==> src/rtl/trng_pkg.sv <==
`default_nettype none
// +----------------------------------------------------------------------------+
// | Module   : trng_pkg                                                         |
// | Purpose  : Shared constants and reader FSM state encoding for TRNG readback |
// | Revision : 1.0                                                              |
// +----------------------------------------------------------------------------+
package trng_pkg;

    localparam int TRNG_ADDR_W     = 10;
    localparam int TRNG_DATA_W     = 64;
    localparam int TRNG_MAX_WORDS  = 512;
    localparam int TRNG_RD_LAT     = 2;
    localparam int TRNG_FIFO_DEPTH = 4;

    typedef enum logic [1:0] {
        RD_IDLE  = 2'd0,
        RD_ISSUE = 2'd1,
        RD_DRAIN = 2'd2,
        RD_DONE  = 2'd3
    } rd_state_e;

endpackage
`default_nettype wire

==> src/rtl/trng_rd_fifo.sv <==
`default_nettype none
// +----------------------------------------------------------------------------+
// | Module   : trng_rd_fifo                                                     |
// | Purpose  : First-word-fall-through skid FIFO for returned BRAM read data    |
// | Revision : 1.0                                                              |
// +----------------------------------------------------------------------------+
module trng_rd_fifo #(
    parameter int DEPTH = 4,
    parameter int WIDTH = 64,
    parameter int CNT_W = $clog2(DEPTH + 1)
) (
    input  logic             clk,
    input  logic             rd_rst,
    input  logic             push_i,
    input  logic [WIDTH-1:0] data_i,
    input  logic             pop_i,
    output logic [WIDTH-1:0] data_o,
    output logic             full_o,
    output logic             empty_o,
    output logic [CNT_W-1:0] count_o
);

    localparam int               PTR_W    = (DEPTH > 1) ? $clog2(DEPTH) : 1;
    localparam logic [PTR_W-1:0] LAST_PTR = PTR_W'(DEPTH - 1);
    localparam logic [CNT_W-1:0] FULL_CNT = CNT_W'(DEPTH);

    logic [WIDTH-1:0] mem_q [DEPTH];
    logic [PTR_W-1:0] wr_ptr_q;
    logic [PTR_W-1:0] rd_ptr_q;
    logic [CNT_W-1:0] count_q;
    logic             w_pop;

    assign w_pop = pop_i && (count_q != '0);

    always_ff @(posedge clk) begin
        if (push_i) begin
            mem_q[wr_ptr_q] <= data_i;
        end
    end

    always_ff @(posedge clk) begin
        if (rd_rst) begin
            wr_ptr_q <= '0;
            rd_ptr_q <= '0;
            count_q  <= '0;
        end else begin
            if (push_i) begin
                wr_ptr_q <= (wr_ptr_q == LAST_PTR) ? '0 : wr_ptr_q + PTR_W'(1);
            end
            if (w_pop) begin
                rd_ptr_q <= (rd_ptr_q == LAST_PTR) ? '0 : rd_ptr_q + PTR_W'(1);
            end
            case ({push_i, w_pop})
                2'b10:   count_q <= count_q + CNT_W'(1);
                2'b01:   count_q <= count_q - CNT_W'(1);
                default: count_q <= count_q;
            endcase
        end
    end

    assign data_o  = mem_q[rd_ptr_q];
    assign full_o  = (count_q == FULL_CNT);
    assign empty_o = (count_q == '0);
    assign count_o = count_q;

endmodule
`default_nettype wire

==> src/rtl/trng_bram_reader.sv <==
`default_nettype none
// +----------------------------------------------------------------------------+
// | Module   : trng_bram_reader                                                 |
// | Purpose  : Streams TRNG words out of BRAM over valid/ready with credits     |
// | Revision : 1.0                                                              |
// +----------------------------------------------------------------------------+
module trng_bram_reader
    import trng_pkg::*;
#(
    parameter int ADDR_W     = TRNG_ADDR_W,
    parameter int DATA_W     = TRNG_DATA_W,
    parameter int RD_LAT     = TRNG_RD_LAT,
    parameter int FIFO_DEPTH = TRNG_FIFO_DEPTH,
    parameter int MAX_WORDS  = TRNG_MAX_WORDS
) (
    input  logic              clk,
    input  logic              rd_rst,
    input  logic              start_i,
    input  logic [ADDR_W-1:0] base_addr_i,
    input  logic [ADDR_W-1:0] num_words_i,
    output logic              bram_en_o,
    output logic [ADDR_W-1:0] bram_addr_o,
    input  logic [DATA_W-1:0] bram_dout_i,
    output logic [DATA_W-1:0] m_data_o,
    output logic              m_valid_o,
    input  logic              m_ready_i,
    output logic              m_last_o,
    output logic              busy_o,
    output logic              done_o,
    output logic [ADDR_W-1:0] words_sent_o
);

    localparam int                CNT_W = $clog2(FIFO_DEPTH + 1);
    localparam int                OCC_W = $clog2(FIFO_DEPTH + RD_LAT + 2) + 1;
    localparam logic [ADDR_W-1:0] MAX_N = ADDR_W'(MAX_WORDS);

    rd_state_e         state_q;
    logic [ADDR_W-1:0] base_q;
    logic [ADDR_W-1:0] n_q;
    logic [ADDR_W-1:0] idx_q;
    logic [ADDR_W-1:0] addr_q;
    logic [ADDR_W-1:0] sent_q;
    logic              en_q;
    logic              busy_q;
    logic              done_q;
    logic [RD_LAT-1:0] vld_q;

    logic              w_push;
    logic              w_pop;
    logic              w_full;
    logic              w_empty;
    logic [CNT_W-1:0]  w_count;
    logic [DATA_W-1:0] w_head;
    logic [ADDR_W-1:0] w_n;
    logic [OCC_W-1:0]  w_inflight;
    logic [OCC_W-1:0]  w_occ;
    logic              w_credit;
    logic              w_last;
    logic              w_accept;

    // Read-valid pipeline; its tail lines up with the cycle bram_dout is valid.
    generate
        if (RD_LAT == 1) begin : g_vld_lat1
            always_ff @(posedge clk) begin
                if (rd_rst) vld_q <= '0;
                else        vld_q <= en_q;
            end
        end else begin : g_vld_latn
            always_ff @(posedge clk) begin
                if (rd_rst) vld_q <= '0;
                else        vld_q <= {vld_q[RD_LAT-2:0], en_q};
            end
        end
    endgenerate

    assign w_push = vld_q[RD_LAT-1];
    assign w_pop  = !w_empty && m_ready_i;

    trng_rd_fifo #(
        .DEPTH (FIFO_DEPTH),
        .WIDTH (DATA_W),
        .CNT_W (CNT_W)
    ) u_fifo (
        .clk     (clk),
        .rd_rst  (rd_rst),
        .push_i  (w_push),
        .data_i  (bram_dout_i),
        .pop_i   (w_pop),
        .data_o  (w_head),
        .full_o  (w_full),
        .empty_o (w_empty),
        .count_o (w_count)
    );

    // Outstanding words = buffered + reads still in the BRAM pipe (incl. this cycle's).
    always_comb begin
        w_inflight = OCC_W'(en_q);
        for (int i = 0; i < RD_LAT; i++) begin
            w_inflight = w_inflight + OCC_W'(vld_q[i]);
        end
    end

    assign w_occ    = OCC_W'(w_count) + w_inflight;
    assign w_credit = w_occ < (OCC_W'(FIFO_DEPTH) + OCC_W'(w_pop));
    assign w_n      = (num_words_i > MAX_N) ? MAX_N : num_words_i;
    assign w_last   = !w_empty && (sent_q == n_q - ADDR_W'(1));
    assign w_accept = start_i && ((state_q == RD_IDLE) || (state_q == RD_DONE));

    always_ff @(posedge clk) begin
        if (rd_rst) begin
            state_q <= RD_IDLE;
            base_q  <= '0;
            n_q     <= '0;
            idx_q   <= '0;
            addr_q  <= '0;
            sent_q  <= '0;
            en_q    <= 1'b0;
            busy_q  <= 1'b0;
            done_q  <= 1'b0;
        end else begin
            case (state_q)
                RD_IDLE, RD_DONE: begin
                    en_q <= 1'b0;
                    if (w_accept) begin
                        base_q <= base_addr_i;
                        n_q    <= w_n;
                        sent_q <= '0;
                        if (w_n == '0) begin
                            state_q <= RD_DONE;
                            done_q  <= 1'b1;
                            busy_q  <= 1'b0;
                        end else begin
                            // First read goes out on the accepting edge to save a cycle.
                            state_q <= RD_ISSUE;
                            done_q  <= 1'b0;
                            busy_q  <= 1'b1;
                            en_q    <= 1'b1;
                            addr_q  <= base_addr_i;
                            idx_q   <= ADDR_W'(1);
                        end
                    end
                end
                RD_ISSUE: begin
                    if (idx_q == n_q) begin
                        en_q    <= 1'b0;
                        state_q <= RD_DRAIN;
                    end else if (w_credit) begin
                        en_q   <= 1'b1;
                        addr_q <= base_q + idx_q;
                        idx_q  <= idx_q + ADDR_W'(1);
                    end else begin
                        en_q <= 1'b0;
                    end
                end
                RD_DRAIN: begin
                    en_q <= 1'b0;
                end
                default: begin
                    state_q <= RD_IDLE;
                    en_q    <= 1'b0;
                end
            endcase

            if (w_pop) begin
                sent_q <= sent_q + ADDR_W'(1);
                if (w_last) begin
                    state_q <= RD_DONE;
                    done_q  <= 1'b1;
                    busy_q  <= 1'b0;
                end
            end
        end
    end

    always_ff @(posedge clk) begin
        if (!rd_rst) begin
            assert (!(w_push && w_full));
        end
    end

    assign bram_en_o    = en_q;
    assign bram_addr_o  = addr_q;
    assign m_valid_o    = !w_empty;
    assign m_data_o     = w_empty ? '0 : w_head;
    assign m_last_o     = w_last;
    assign busy_o       = busy_q;
    assign done_o       = done_q;
    assign words_sent_o = sent_q;

endmodule
`default_nettype wire

==> config.mk <==
export PLATFORM = sky130hd
export DESIGN_NAME = trng_bram_reader
export DESIGN_NICKNAME = d
export VERILOG_FILES = /design/src/rtl/trng_pkg.sv /design/src/rtl/trng_rd_fifo.sv /design/src/rtl/trng_bram_reader.sv
export SDC_FILE = /design/constraint.sdc
export NUM_CORES = 1
export LEC_CHECK = 0
export CAP_MARGIN = 10
export CORE_MARGIN = 1.5
export CORE_UTILIZATION = 41
export DETAILED_ROUTE_END_ITERATION = 10
export PLACE_DENSITY_LB_ADDON = 0.12
export SLEW_MARGIN = 25
export SYNTH_ARGS = -nofsm -noshare
export SYNTH_HDL_FRONTEND = slang
export SYNTH_HIERARCHICAL = 1
export SYNTH_SLANG_ARGS = --single-unit
==> constraint.sdc <==
create_clock -name clk -period 6.85 [get_ports clk]
set_clock_uncertainty 0.15 [all_clocks]
set_input_delay 1.37 -clock clk [delete_from_list [all_inputs] [get_ports clk]]
set_output_delay 1.37 -clock clk [all_outputs]
set_load 0.1 [all_outputs]
; After elaboration in Yosys (flattened, before gate mapping)
; Memory sizes are Yosys's and may differ from the RTL's. A register that Yosys moved wholly into a read port is not among the register bits.
; Cells that the tools add are included.
[totals]
n_memories = 1
latch_bits = 0
output_inout_bits = 89
word_cells = 101
rom_bits = 0
ram_bits = 256
inputBits = 88
ff_bits = 64
[classes]
n_eq_ne = 13
mul = 0
div = 0
mux = 42
order_cmp = 2
shifts = 0
addsub = 12
reduce_logical = 18
bitwise_logic = 0
[memory_table]
columns = name, depth, word_bits, rd, rd_clocked_by_memory_dff, wr, line
row1 = u_fifo.mem_q, 4, 64, 1, 1, 1, trng_rd_fifo.sv:27  ; logic [WIDTH-1:0] mem_q [DEPTH];
[op_table]
columns = op, count
row1 = 10-bit two-way mux, 12
row2 = 64-bit two-way mux, 1
row3 = 10-bit case mux with 2 select lines, 2
row4 = "10-bit by 1-bit adder with 10-bit output, second input constant", 2
row5 = 10-bit equality test, 2
row6 = 2-bit two-way mux, 9
row7 = 1-bit two-way mux, 15
row8 = 10-bit adder, 1
row9 = "2-bit equality test, second input constant", 5
row10 = "10-bit > comparator, second input constant", 1
row11 = 10-bit logical NOT, 1
row12 = "10-bit by 1-bit subtractor with 10-bit output, second input constant", 1
row13 = "2-bit inequality test, second input constant", 4
row14 = 2-bit nonzero test, 4
row15 = 3-bit case mux with 2 select lines, 1
row16 = 5-bit AND reduction, 1
row17 = "2-bit by 1-bit adder with 2-bit output, second input constant", 2
row18 = "3-bit by 1-bit adder with 4-bit output, first input constant", 1
row19 = 3-bit by 3-bit adder with 4-bit output, 1
row20 = "2-bit by 1-bit equality test with 1-bit output, second input constant", 2
row21 = 1-bit logical AND, 4
row22 = 4-bit less-than comparator, 1
row23 = 2-bit case mux with 2 select lines, 1
row24 = 2-bit AND reduction, 2
row25 = other kinds (11), 11

; Longest topological paths before layout
; Gate-level depths: netlist (run 1).
[depth]
depth_word = 8
mapped_depth = 11

; Modules after synthesis
; The synthesis (run 1) kept the hierarchy.
[by_module_without_submodules]
columns = module, cells_per_inst, area_per_inst_um2, instances
row1 = trng_rd_fifo, 383, 9769.4, 1
row2 = trng_bram_reader, 492, 3856.2, 1

; Least setup slack after synthesis (run 1)
; No wires, ideal clock.
[synth_timing]
path_kind = register to output
from = register sent_q[6], in the netlist words_sent_o[6]
to = output port m_last_o
path_stages_with_launch = 6
arrival_ns = 4.063
required_ns = 5.330
slack_ns = 1.267
path_cell_list = dfxtp_1 xor2_1 and2_0 or4b_1 and3_1 nor3_1
[synth_between]
elab_chain_cells = 2
[synth_lines]
columns = item, line
row1 = start: declaration, trng_bram_reader.sv:42  ; logic [ADDR_W-1:0] sent_q;
row2 = start signal: assignment, trng_bram_reader.sv:165  ; sent_q <= sent_q + ADDR_W'(1);
row3 = 10-bit equality test, trng_bram_reader.sv:106  ; assign w_last = !w_empty && (sent_q == n_q - ADDR_W'(1));
row4 = 1-bit logical AND, trng_bram_reader.sv:106
row5 = end: declaration, trng_bram_reader.sv:27  ; output logic m_last_o,
; No other way between the ends.

; Worst setup path after layout (run 1)
[layout_timing]
from = register n_q[0]
to = output port m_last_o
[layout_between]
elab_chain_cells = 3
[layout_lines]
columns = item, line
row1 = start: declaration, trng_bram_reader.sv:39  ; logic [ADDR_W-1:0] n_q;
row2 = start signal: assignment, trng_bram_reader.sv:126  ; n_q <= w_n;
row3 = 10-bit by 1-bit subtractor with 10-bit output, trng_bram_reader.sv:106
row4 = 10-bit equality test, trng_bram_reader.sv:106
row5 = 1-bit logical AND, trng_bram_reader.sv:106
; No other way between the ends.

==> metrics.md, run 1 <==
| Metric | Value |
|---|---|
| Grt total ovfl | `0` |
| LEAKAGE | `around 5.5 nW` |
| Final nets | `1171` |
| Yosys Warn Count | `6` |
| Clock root cell | `clkbuf_16` |
| Finish-stage setup viols | `0` |
| Crit Path Max Fanout | `8` |
| P per Cell Area | `271.8 mW/mm2` |
| Highest clock rate | `~190 MHz` |
| Setup TNS | `0 ps` |
| Fin cells | `1525` |
| Final WL | `28170 um` |
| Post-route cell area | `0.01690 mm2` |
| HP Class | `register to register` |
| Hold Path Sink | `base_q[0]` |
| Clock-pin transition on the worst setup and hold timing paths | `60 ps` |
| Die W | `185.3 um` |
| Die Y-Extent | `185.3 um` |
| Via density | `5.178` |
| Tightest Pin Transition | `~1100 ps` |
| GP Congestion | `0.7679` |
| Largest buffer count on any clock path | `3` |
| Worst Slack Setup Final | `roughly 1600 ps` |
| Setup crit start kind | `register` |
| # IOs | `177` |
| Max IR drop VDD | `between 0.00015 and 0.0002 V` |
| Htree depth | `2` |
| ANT nets after route | `0` |
| Initial core utilization | `41.75%` |
| Post-route core utilization | `51.82%` |
| N_diodes | `0` |
| Gate Count Post-Synth | `a little under 900` |
| Skew-Pair Late Insertion Delay | `between 500 and 600 ps` |
| First-pass GRT wire length | `approximately 44000 um` |
| Mean post-synth cell area | `15.58 um2` |
| Port buffer count | `~180` |
| Period Utilization, post-route | `75.99%` |
| Max incr delay on CP | `1150 ps` |
| Antenna violations before repair | `0` |
| Data required time of the critical path | `5330 ps` |
| R2r endpoint | `idx_q[9]` |
| Fillers | `roughly 2.8k` |
| Vias | `7896` |
| Vias in the first global route | `8084` |
| Drt initial violations | `378` |
| Post-CTS setup buffer count | `0` |
| CP arrival | `around 3700 ps` |
| Worst R2R Start | `u_fifo/count_o[0]` |
| Pre-CTS setup slack | `roughly 2200 ps` |
| CTS Buf Count | `36` |
| Gr usage total | `between 10% and 20%` |
| Worst Reg-to-Reg Cells | `9` |
| Post-DP Area | `0.01574 mm2` |
| Setup CP Type | `register to output port` |
| Critical-path top delay cell | `clkdlybuf4s50_1` |
| Rows | `66` |
| R2R setup slack | `2800 ps` |
| Minimum clock period | `5205 ps` |
| CTS Hold Buffers Added | `0` |
| Max Cap Viol | `0` |
| HPWL after DPL | `16990 um` |
| Headroom to the max-slew limit | `between 20% and 30%` |
| Die footprint | `0.03432 mm2` |
| Cells after DPL | `1460` |
| DRC | `0` |
| Max-slew violations | `0` |
| Post-CTS sizing | `0` |
| Worst hold start | `base_q[0]` |
| Hold Path Depth | `2` |
| Area Growth Syn to Fin | `24.12%` |
| CP cell instances | `inv_1, ha_1, or3b_2, or3_2, o22ai_1, a31oi_1, nor3_1, clkdlybuf4s50_1` |
| Syn Nets | `988` |
| Sink Count | `322` |
| Area of the core | `0.03262 mm2` |
| Avg WL per Cell | `18.47 um` |
| CTS tree | `yes` |
| Pin count of the biggest net entering global routing | `65` |
| Final hold vios | `0` |
| Initial DRT Pass Iterations | `4` |
| Mapped cell area | `about 0.014 mm2` |
| Status | `complete, no violations` |
| RSZ-0062 raised after global routing | `false` |
| Crit end category | `output port` |
| Layout cells sized above 1 | `13.11%` |
[power breakdown]
part	switching (mW)	total (mW)	internal [mW]
Clock	0.728	1.81	1.08
Sequential	0.0329	2.19	2.15
Combinational	0.407	0.596	0.189
[layout by cell type (no fill, tap or decap), drive strengths merged, types with 4 or more instances in the layout]
cell	n
a211oi	10
a21o	5
a21oi	50
a31oi	8
and2	8
and3	4
buf	11
clkbuf	47
clkdlybuf4s50	175
clkinv	16
dfxtp	66
edfxtp	256
fa	4
ha	22
inv	22
mux2i	7
mux4	64
nand2	45
nand2b	4
nand3	7
nand4	10
nor2	45
nor2b	67
nor3	9
nor3b	13
nor4	6
o21a	4
o21ai	10
o31ai	5
or3	6
or4	5
xnor2	22
xor2	10
[per-stage QoR]
stage,hold WS [ps],power [mW]
floorplan,290.6,2.641
global placement,300.0,2.823
detailed placement,307.3,2.827
CTS,314.7,4.659
global route,342.3,4.780
finish,314.3,4.594
[cell type report]
class	instances	area, um2	area share (%)
clock buffer	47	1016	6.010
clock inverter	17	116.4	0.6884
inverter	22	82.58	0.4885
multi-input combinational	489	4268	25.25
sequential	322	9016	53.34
tap	442	553.0	3.272
timing repair buffer	186	1852	10.95
[how the worst max path moves through the flow]
stage | from | endpoint | cells past startpoint
final | n_q[0] | m_last_o | 8
after global routing | n_q[0] | m_last_o | 8
after CTS | n_q[0] | m_last_o | 8
after detailed placement | n_q[0] | m_last_o | 8
after global placement | n_q[0] | m_last_o | 8
after floorplan | words_sent_o[6] | m_last_o | 5
[flip-flops by register name, indices dropped and copies added (netlist names), named ones only]
name and flops:
done_o 1, n_q 10, idx_q 10, words_sent_o 10
state_q 2, base_q 10, busy_o 1, vld_q 2
bram_addr_o 10, u_fifo/rd_ptr_q 2, u_fifo/mem_q 256, u_fifo/wr_ptr_q 2
u_fifo/count_o 3, bram_en_o 1
[critical path: cells and delay by family, from the launching register on]
family | cells | cell delay [ps]
buf+inv | 2 | 1240
simple gates | 3 | 1090
flops | 1 | 380
fa+ha+maj | 1 | 300
compound gates | 2 | 190
[per-layer routing]
| metal | part of all wire [%] | GRT usage, % |
|---|---|---|
| met4 | 1.5 | 4.650 |
| met5 | 0 | 0 |
| met2 | 49 | 28.12 |
| met3 | 4.9 | 3.264 |
| met1 | 45 | 22.61 |
Note: power is estimated with default switching activity, not from simulation.
==> run 2, diff against run 1 <==
==> constraint.sdc (replaced) <==
create_clock -name clk -period 4.21 [get_ports clk]
set_clock_uncertainty 0.15 [all_clocks]
set_input_delay 0.842 -clock clk [delete_from_list [all_inputs] [get_ports clk]]
set_output_delay 0.842 -clock clk [all_outputs]
set_load 0.1 [all_outputs]
==> run 2 against run 1 <==
Compared with the run above:
- flip-flop and latch count stayed put
- core utilization is 0.53 points lower
- routed wire length is 2.6% higher
- combinational power is 64% higher
- critical endpoint is now idx_q[9]
- largest power group unchanged
==> metrics.md, run 2 (synthesis gave the netlist of run 1 again) <==
| Metric | Value |
|---|---|
| ANT nets after route | `0 (unchanged)` |
| Setup CP Type | `register to register` |
| Period Utilization, post-route | `92.92%` |
| Avg WL per Cell | `18.90 um (+2.3%)` |
| Minimum hold slack | `311.5 ps (-2.743 ps)` |
| Drt initial violations | `463 (+22%)` |
| Finish-stage setup viols | `0 (unchanged)` |
| Worst Slack Setup Final | `298.0 ps (-1347 ps)` |
| HP Class | `register to register` |
| Internal power component | `5.482 mW (+60%)` |
| Fillers | `2769 (+0.65%)` |
| Final WL | `28900 um (+2.6%)` |
| Status | `complete, no violations` |
| Sequential fraction of design power | `48.0% (+0.4 points)` |
| Layout cells sized above 1 | `19.41% (+6.3 points)` |
| First-pass GRT wire length | `44060 um (-0.96%)` |
| Pin count of the biggest net entering global routing | `66 (+1.5%)` |
| Rows | `66 (unchanged)` |
| Final hold vios | `0 (unchanged)` |
| N_diodes | `0 (unchanged)` |
| Setup TNS | `0 ps (unchanged)` |
| Minimum clock period | `3912 ps` |
| RSZ-0062 raised after global routing | `false` |
| Max incr delay on CP | `670 ps (-480 ps)` |
| Skew-Pair Late Insertion Delay | `510 ps (about the same)` |
| Tot Pwr | `7.414 mW (+61%)` |
| Area of the core | `0.03262 mm2 (unchanged)` |
| Max Cap Viol | `0 (unchanged)` |
| Via density | `5.174 (about the same)` |
| Sink Count | `322 (unchanged)` |
| Area Growth Syn to Fin | `22.84%` |
| R2r endpoint | `idx_q[9]` |
| Highest clock rate | `roughly 260 MHz` |
| Clk pwr share | `38.8% (-0.6 points)` |
| Antenna violations before repair | `0 (unchanged)` |
| Gr usage total | `16.93% (+0.039 points)` |
| Setup crit start kind | `register` |
| Hold Path Depth | `2 (unchanged)` |
| Crit Path Max Fanout | `14 (+6)` |
| Post-route cell area | `0.01673 mm2 (-1.0%)` |
| # IOs | `177 (unchanged)` |
| CP bufs+invs | `0 (-2)` |
| LEAKAGE | `5.587 nW (+2.4%)` |
| Vias in the first global route | `7957 (-1.6%)` |
| Worst Reg-to-Reg Cells | `9 (unchanged)` |
| DRC | `0 (unchanged)` |
| CTS Hold Buffers Added | `0 (unchanged)` |
| Max IR drop VDD | `0.0003366 V (+94%)` |
| GP Congestion | `0.8337 (+8.6%)` |
| Sequential cell area | `0.009016 mm2 (unchanged)` |
| Multi-input logic area | `0.004280 mm2 (+0.29%)` |
| Switching power total | `1.932 mW (+65%)` |
| Critical-path top delay cell | `or4b_2` |
| Cells after DPL | `1465 (+0.34%)` |
| R2R setup slack | `300 ps (-2500 ps)` |
| P per Cell Area | `443.2 mW/mm2 (+63%)` |
| Clock-pin transition on the worst setup and hold timing paths | `60 ps (about the same)` |
| Most Frequent Cell on Critical Path | `fa_1` |
| Htree depth | `2 (unchanged)` |
| Tightest Pin Transition | `1021 ps (-31.90 ps)` |
| CTS Buf Count | `36 (unchanged)` |
| Clock root cell | `clkbuf_16` |
| CTS tree | `yes` |
| Max FFs per register | `256 (unchanged)` |
| Vias | `7911 (+0.19%)` |
| Die footprint | `0.03432 mm2 (unchanged)` |
| Headroom to the max-slew limit | `31.71% (+2.1 points)` |
| Sw frac | `26.06% (+0.63 points)` |
| Combinational share of power | `13.2% (+0.2 points)` |
| Worst R2R Start | `u_fifo/count_o[0]` |
| Initial DRT Pass Iterations | `5 (+1)` |
| Biggest register | `u_fifo/mem_q` |
| Fin cells | `1529 (+0.26%)` |
| HPWL after DPL | `17800 um (+4.7%)` |
| Largest buffer count on any clock path | `3 (unchanged)` |
| Die W | `185.3 um (unchanged)` |
| Hold Path Sink | `base_q[4]` |
| Pre-CTS setup slack | `311.6 ps (-1841 ps)` |
| Max-slew violations | `0 (unchanged)` |
| Leading cell type in the layout, fill and taps excluded | `edfxtp_1` |
| Most frequent cells in the layout | `edfxtp_1 (256), clkdlybuf4s50_1 (109), buf_4 (78), nor2b_1 (67), dfxtp_1 (64)` |
| Initial core utilization | `41.75% (unchanged)` |
| Final nets | `1175 (+0.34%)` |
| CP arrival | `4200 ps (+510 ps)` |
| Crit end category | `register` |
| Post-route core utilization | `51.29% (-0.53 points)` |
| Die Y-Extent | `185.3 um (unchanged)` |
| Grt total ovfl | `0 (unchanged)` |
| Post-DP Area | `0.01565 mm2 (-0.56%)` |
| Data required time of the critical path | `4500 ps (-830 ps)` |
| Worst hold start | `base_q[4]` |
| CP cell instances | `fa_1, ha_1, fa_1, or4b_2, a22oi_1, o31ai_1, a21o_1, or4_1, a21oi_1` |
| Post-CTS sizing | `0 (unchanged)` |
| Port buffer count | `176 (unchanged)` |
| Post-CTS setup buffer count | `0 (unchanged)` |
| Delay-heaviest family, CP | `simple AND/OR/NAND/NOR gates` |
[run 2: cell types whose count changed in the layout (fill, tap and decap cells not counted), moves of 2 or more]
cell and delta:
buf_12 +2, buf_4 +69, clkdlybuf4s50_1 -66, inv_6 +2
clkbuf_1 +2, clkbuf_16 -2
[run 2: worst max path at each step]
stage | startpoint | end | slack (ps) | cells after the start
final | u_fifo/count_o[0] | idx_q[9] | 300 | 9
after global routing | u_fifo/count_o[0] | idx_q[9] | 100 | 9
after CTS | n_q[0] | m_last_o | 290 | 8
after detailed placement | u_fifo/count_o[0] | idx_q[9] | 310 | 9
after global placement | u_fifo/count_o[0] | idx_q[9] | 380 | 9
after floorplan | bram_en_o | idx_q[7] | 10 | 10
[run 2: per-layer routing]
layer | GRT usage [%] | routed length, um
met5 | 0 | 0
met3 | 3.225 | 1566
met2 | 28.13 | 13740
met1 | 22.88 | 13040
met4 | 4.260 | 552
[run 2: final cells by class]
class | instances | area share, %
sequential | 322 | 53.89
multi-input combinational | 489 | 25.59
clock inverter | 18 | 0.6955
clock buffer | 46 | 5.736
timing repair buffer | 190 | 10.29
inverter | 22 | 0.4936
tap | 442 | 3.306
[run 2: power groups by stage]
| stage | Combinational [mW] | Sequential [mW] | Clock [mW] |
|---|---|---|---|
| floorplan | 0.513 | 3.79 | 0 |
| global placement | 0.979 | 3.62 | 0 |
| detailed placement | 0.985 | 3.62 | 0 |
| CTS | 0.989 | 3.56 | 2.97 |
| global route | 1.05 | 3.56 | 3.09 |
| finish | 0.979 | 3.56 | 2.88 |
[run 2: worst reg2reg max path: stages (launching register included)]
cell and delay (ps):
dfxtp_1 440, fa_1 450, ha_1 220, fa_1 420, or4b_2 670, a22oi_1 280, o31ai_1 160, a21o_1 360
or4_1 550, a21oi_1 140
==> run 3, diff against run 2 <==
--- a/config.mk
+++ b/config.mk
@@ -6,7 +6,6 @@
 export NUM_CORES = 1
 export LEC_CHECK = 0
 export CAP_MARGIN = 10
-export CORE_MARGIN = 1.5
 export CORE_UTILIZATION = 41
 export DETAILED_ROUTE_END_ITERATION = 10
 export PLACE_DENSITY_LB_ADDON = 0.12
==> constraint.sdc (replaced) <==
create_clock -name clk -period 4.71 [get_ports clk]
set_clock_uncertainty 0.15 [all_clocks]
set_input_delay 0.942 -clock clk [delete_from_list [all_inputs] [get_ports clk]]
set_output_delay 0.942 -clock clk [all_outputs]
set_load 0.1 [all_outputs]
==> run 3 against run 2 <==
Compared with the run above:
- register-to-register slack better by 470 ps
- critical path depth is 1 lower
- die area is 1.1% lower
- sequential share of layout area is 0.12 points lower
- highest routed layer unchanged
- largest cell class unchanged
- critical path type is now register to output port
- final cell count about the same
- sequential power fell by 11%
- cell area rose by 0.19%
- via count shrank 0.40%
- non-clock buffer count unchanged
==> metrics.md, run 3 (synthesis gave the netlist of run 1 again) <==
| Metric | Value |
|---|---|
| Final WL | `28840 um (-0.20%)` |
| Max-slew violations | `0 (unchanged)` |
| Pin count of the biggest net entering global routing | `66 (unchanged)` |
| Hold Path Depth | `2 (unchanged)` |
| Most frequent cells in the layout | `edfxtp_1 (256), clkdlybuf4s50_1 (109), buf_4 (74), nor2b_1 (67), dfxtp_1 (64)` |
| Tightest Pin Transition | `1038 ps (+17.04 ps)` |
| Finish-stage setup viols | `0 (unchanged)` |
| Largest buffer count on any clock path | `3 (unchanged)` |
| Layout cells sized above 1 | `19.43% (about the same)` |
| HPWL after DPL | `18080 um (+1.6%)` |
| DRC | `0 (unchanged)` |
| Die footprint | `0.03395 mm2 (-1.1%)` |
| Clock root cell | `clkbuf_16` |
| Die Y-Extent | `184.3 um (-0.54%)` |
| First-pass GRT wire length | `45020 um (+2.2%)` |
| Met2 wire length | `14270 um (+3.8%)` |
| Post-CTS sizing | `0 (unchanged)` |
| # IOs | `177 (unchanged)` |
| Routed length on met3 | `1236 um (-21%)` |
| CP cell instances | `inv_1, ha_1, or3b_2, or3_2, o22ai_1, a31oi_1, nor3_2, buf_4` |
| R2r endpoint | `idx_q[9]` |
| Area Growth Syn to Fin | `23.08%` |
| Crit end category | `output port` |
| Leading cell type in the layout, fill and taps excluded | `edfxtp_1` |
| HP Class | `register to register` |
| Initial core utilization | `41.75% (unchanged)` |
| Initial DRT Pass Iterations | `5 (unchanged)` |
| CTS Buf Count | `35 (-2.8%)` |
| Vias in the first global route | `8072 (+1.4%)` |
| Clock-pin transition on the worst setup and hold timing paths | `50 ps (about the same)` |
| Hold Path Sink | `base_q[4]` |
| Worst hold start | `base_q[4]` |
| Port buffer count | `176 (unchanged)` |
| P per Cell Area | `392.4 mW/mm2 (-11%)` |
| Via density | `5.156 (-0.34%)` |
| Highest clock rate | `252.3 MHz` |
| Post-CTS setup buffer count | `0 (unchanged)` |
| Skew-Pair Late Insertion Delay | `500 ps (about the same)` |
| Fillers | `2758 (-0.40%)` |
| Worst R2R Start | `u_fifo/count_o[0]` |
| ANT nets after route | `0 (unchanged)` |
| Critical-path top delay cell | `or3b_2` |
| Max FFs per register | `256 (unchanged)` |
| Final nets | `1174 (-0.085%)` |
| Vias | `7879 (-0.40%)` |
| Max incr delay on CP | `490 ps (-180 ps)` |
| Period Utilization, post-route | `~84%` |
| Rows | `66 (unchanged)` |
| Max Cap Viol | `0 (unchanged)` |
| Setup TNS | `0 ps (unchanged)` |
| Crit Path Max Fanout | `8 (-6)` |
| Setup CP Type | `register to output port` |
| Grt total ovfl | `0 (unchanged)` |
| Gr usage total | `17.31% (+0.39 points)` |
| Post-route core utilization | `51.39% (+0.10 points)` |
| LEAKAGE | `5.585 nW (about the same)` |
| Antenna violations before repair | `0 (unchanged)` |
| Die W | `184.3 um (-0.54%)` |
| Final hold vios | `0 (unchanged)` |
| RSZ-0062 raised after global routing | `false` |
| Status | `complete, no violations` |
| Max IR drop VDD | `0.0003234 V (-3.9%)` |
| Avg WL per Cell | `18.88 um (-0.13%)` |
| Htree depth | `2 (unchanged)` |
| Setup crit start kind | `register` |
| N_diodes | `0 (unchanged)` |
| CP arrival | `2870 ps (-1330 ps)` |
| Highest Signal Layer | `met4` |
| Drt initial violations | `438 (-5.4%)` |
| CTS tree | `yes` |
| Minimum clock period | `3963 ps` |
| Headroom to the max-slew limit | `30.57% (-1.1 points)` |
| Data required time of the critical path | `3620 ps (-880 ps)` |
| Setup crit start | `n_q[0]` |
| Biggest register | `u_fifo/mem_q` |
| Area of the core | `0.03262 mm2 (unchanged)` |
| R2R setup slack | `770 ps (+470 ps)` |
| Worst Reg-to-Reg Cells | `9 (unchanged)` |
| CTS Hold Buffers Added | `0 (unchanged)` |
| Sink Count | `322 (unchanged)` |
| GP Congestion | `0.8078 (-3.1%)` |
| WL met1 | `12750 um (-2.2%)` |
## run 3: cell types whose count changed in the layout (fill, tap and decap cells not counted), sizes merged
cell,delta
inv,-1
clkinv,+1
clkbuf,-1
## run 3: worst max-delay path by stage
stage	endpoint	slack [ps]	cells past startpoint
final	m_last_o	750	8
after global routing	m_last_o	590	8
after CTS	m_last_o	730	8
after detailed placement	idx_q[9]	780	9
after global placement	idx_q[9]	860	9
after floorplan	m_last_o	400	5
## run 3: through the flow
stage / area (um2) / power (mW) / instances / worst slack [ps] / hold WS (ps)
floorplan: 13620 / 3.841 / 874 / 395.3 / 290.6
global placement: 15600 / 4.105 / 1460 / 859.9 / 300.0
detailed placement: 15700 / 4.114 / 1465 / 784.2 / 305.6
CTS: 16760 / 6.670 / 1528 / 726.2 / 315.3
global route: 16760 / 6.843 / 1528 / 592.5 / 335.4
finish: 16760 / 6.578 / 1528 / 746.9 / 311.1
## run 3: layout make-up
| cell class | count | area, um2 | area share [%] |
|---|---|---|---|
| clock buffers | 45 | 934.6 | 5.576 |
| multi-input cells | 489 | 4274 | 25.50 |
| repair buffers | 190 | 1779 | 10.61 |
| flip-flops and latches | 322 | 9014 | 53.77 |
| clock inverters | 18 | 125.1 | 0.7464 |
| inverters | 22 | 82.58 | 0.4926 |
| well taps | 442 | 553.0 | 3.299 |
## run 3: critical path, delay by kind of cell, from the launching register on
family                   cells  cell delay, ps
AO/OA/AOI/OAI                2             200
AND/OR/NAND/NOR              3            1090
adder cells (fa/ha/maj)      1             330
flip-flops                   1             370
buffers and inverters        2             390
## run 3: layer usage
layer / GRT usage [%] / vias up
met5: 0 / -
met4: 4.867 / 0
met3: 2.885 / 51
met2: 29.52 / 157
met1: 22.80 / 3931
li1: - / 3740
## run 3: report_power, final
part / internal, mW / total [mW] / switching [mW]
logic: 0.273 / 0.871 / 0.598
registers: 3.13 / 3.18 / 0.0456
clock network: 1.46 / 2.53 / 1.07
total: 4.87 / 6.58 / 1.71
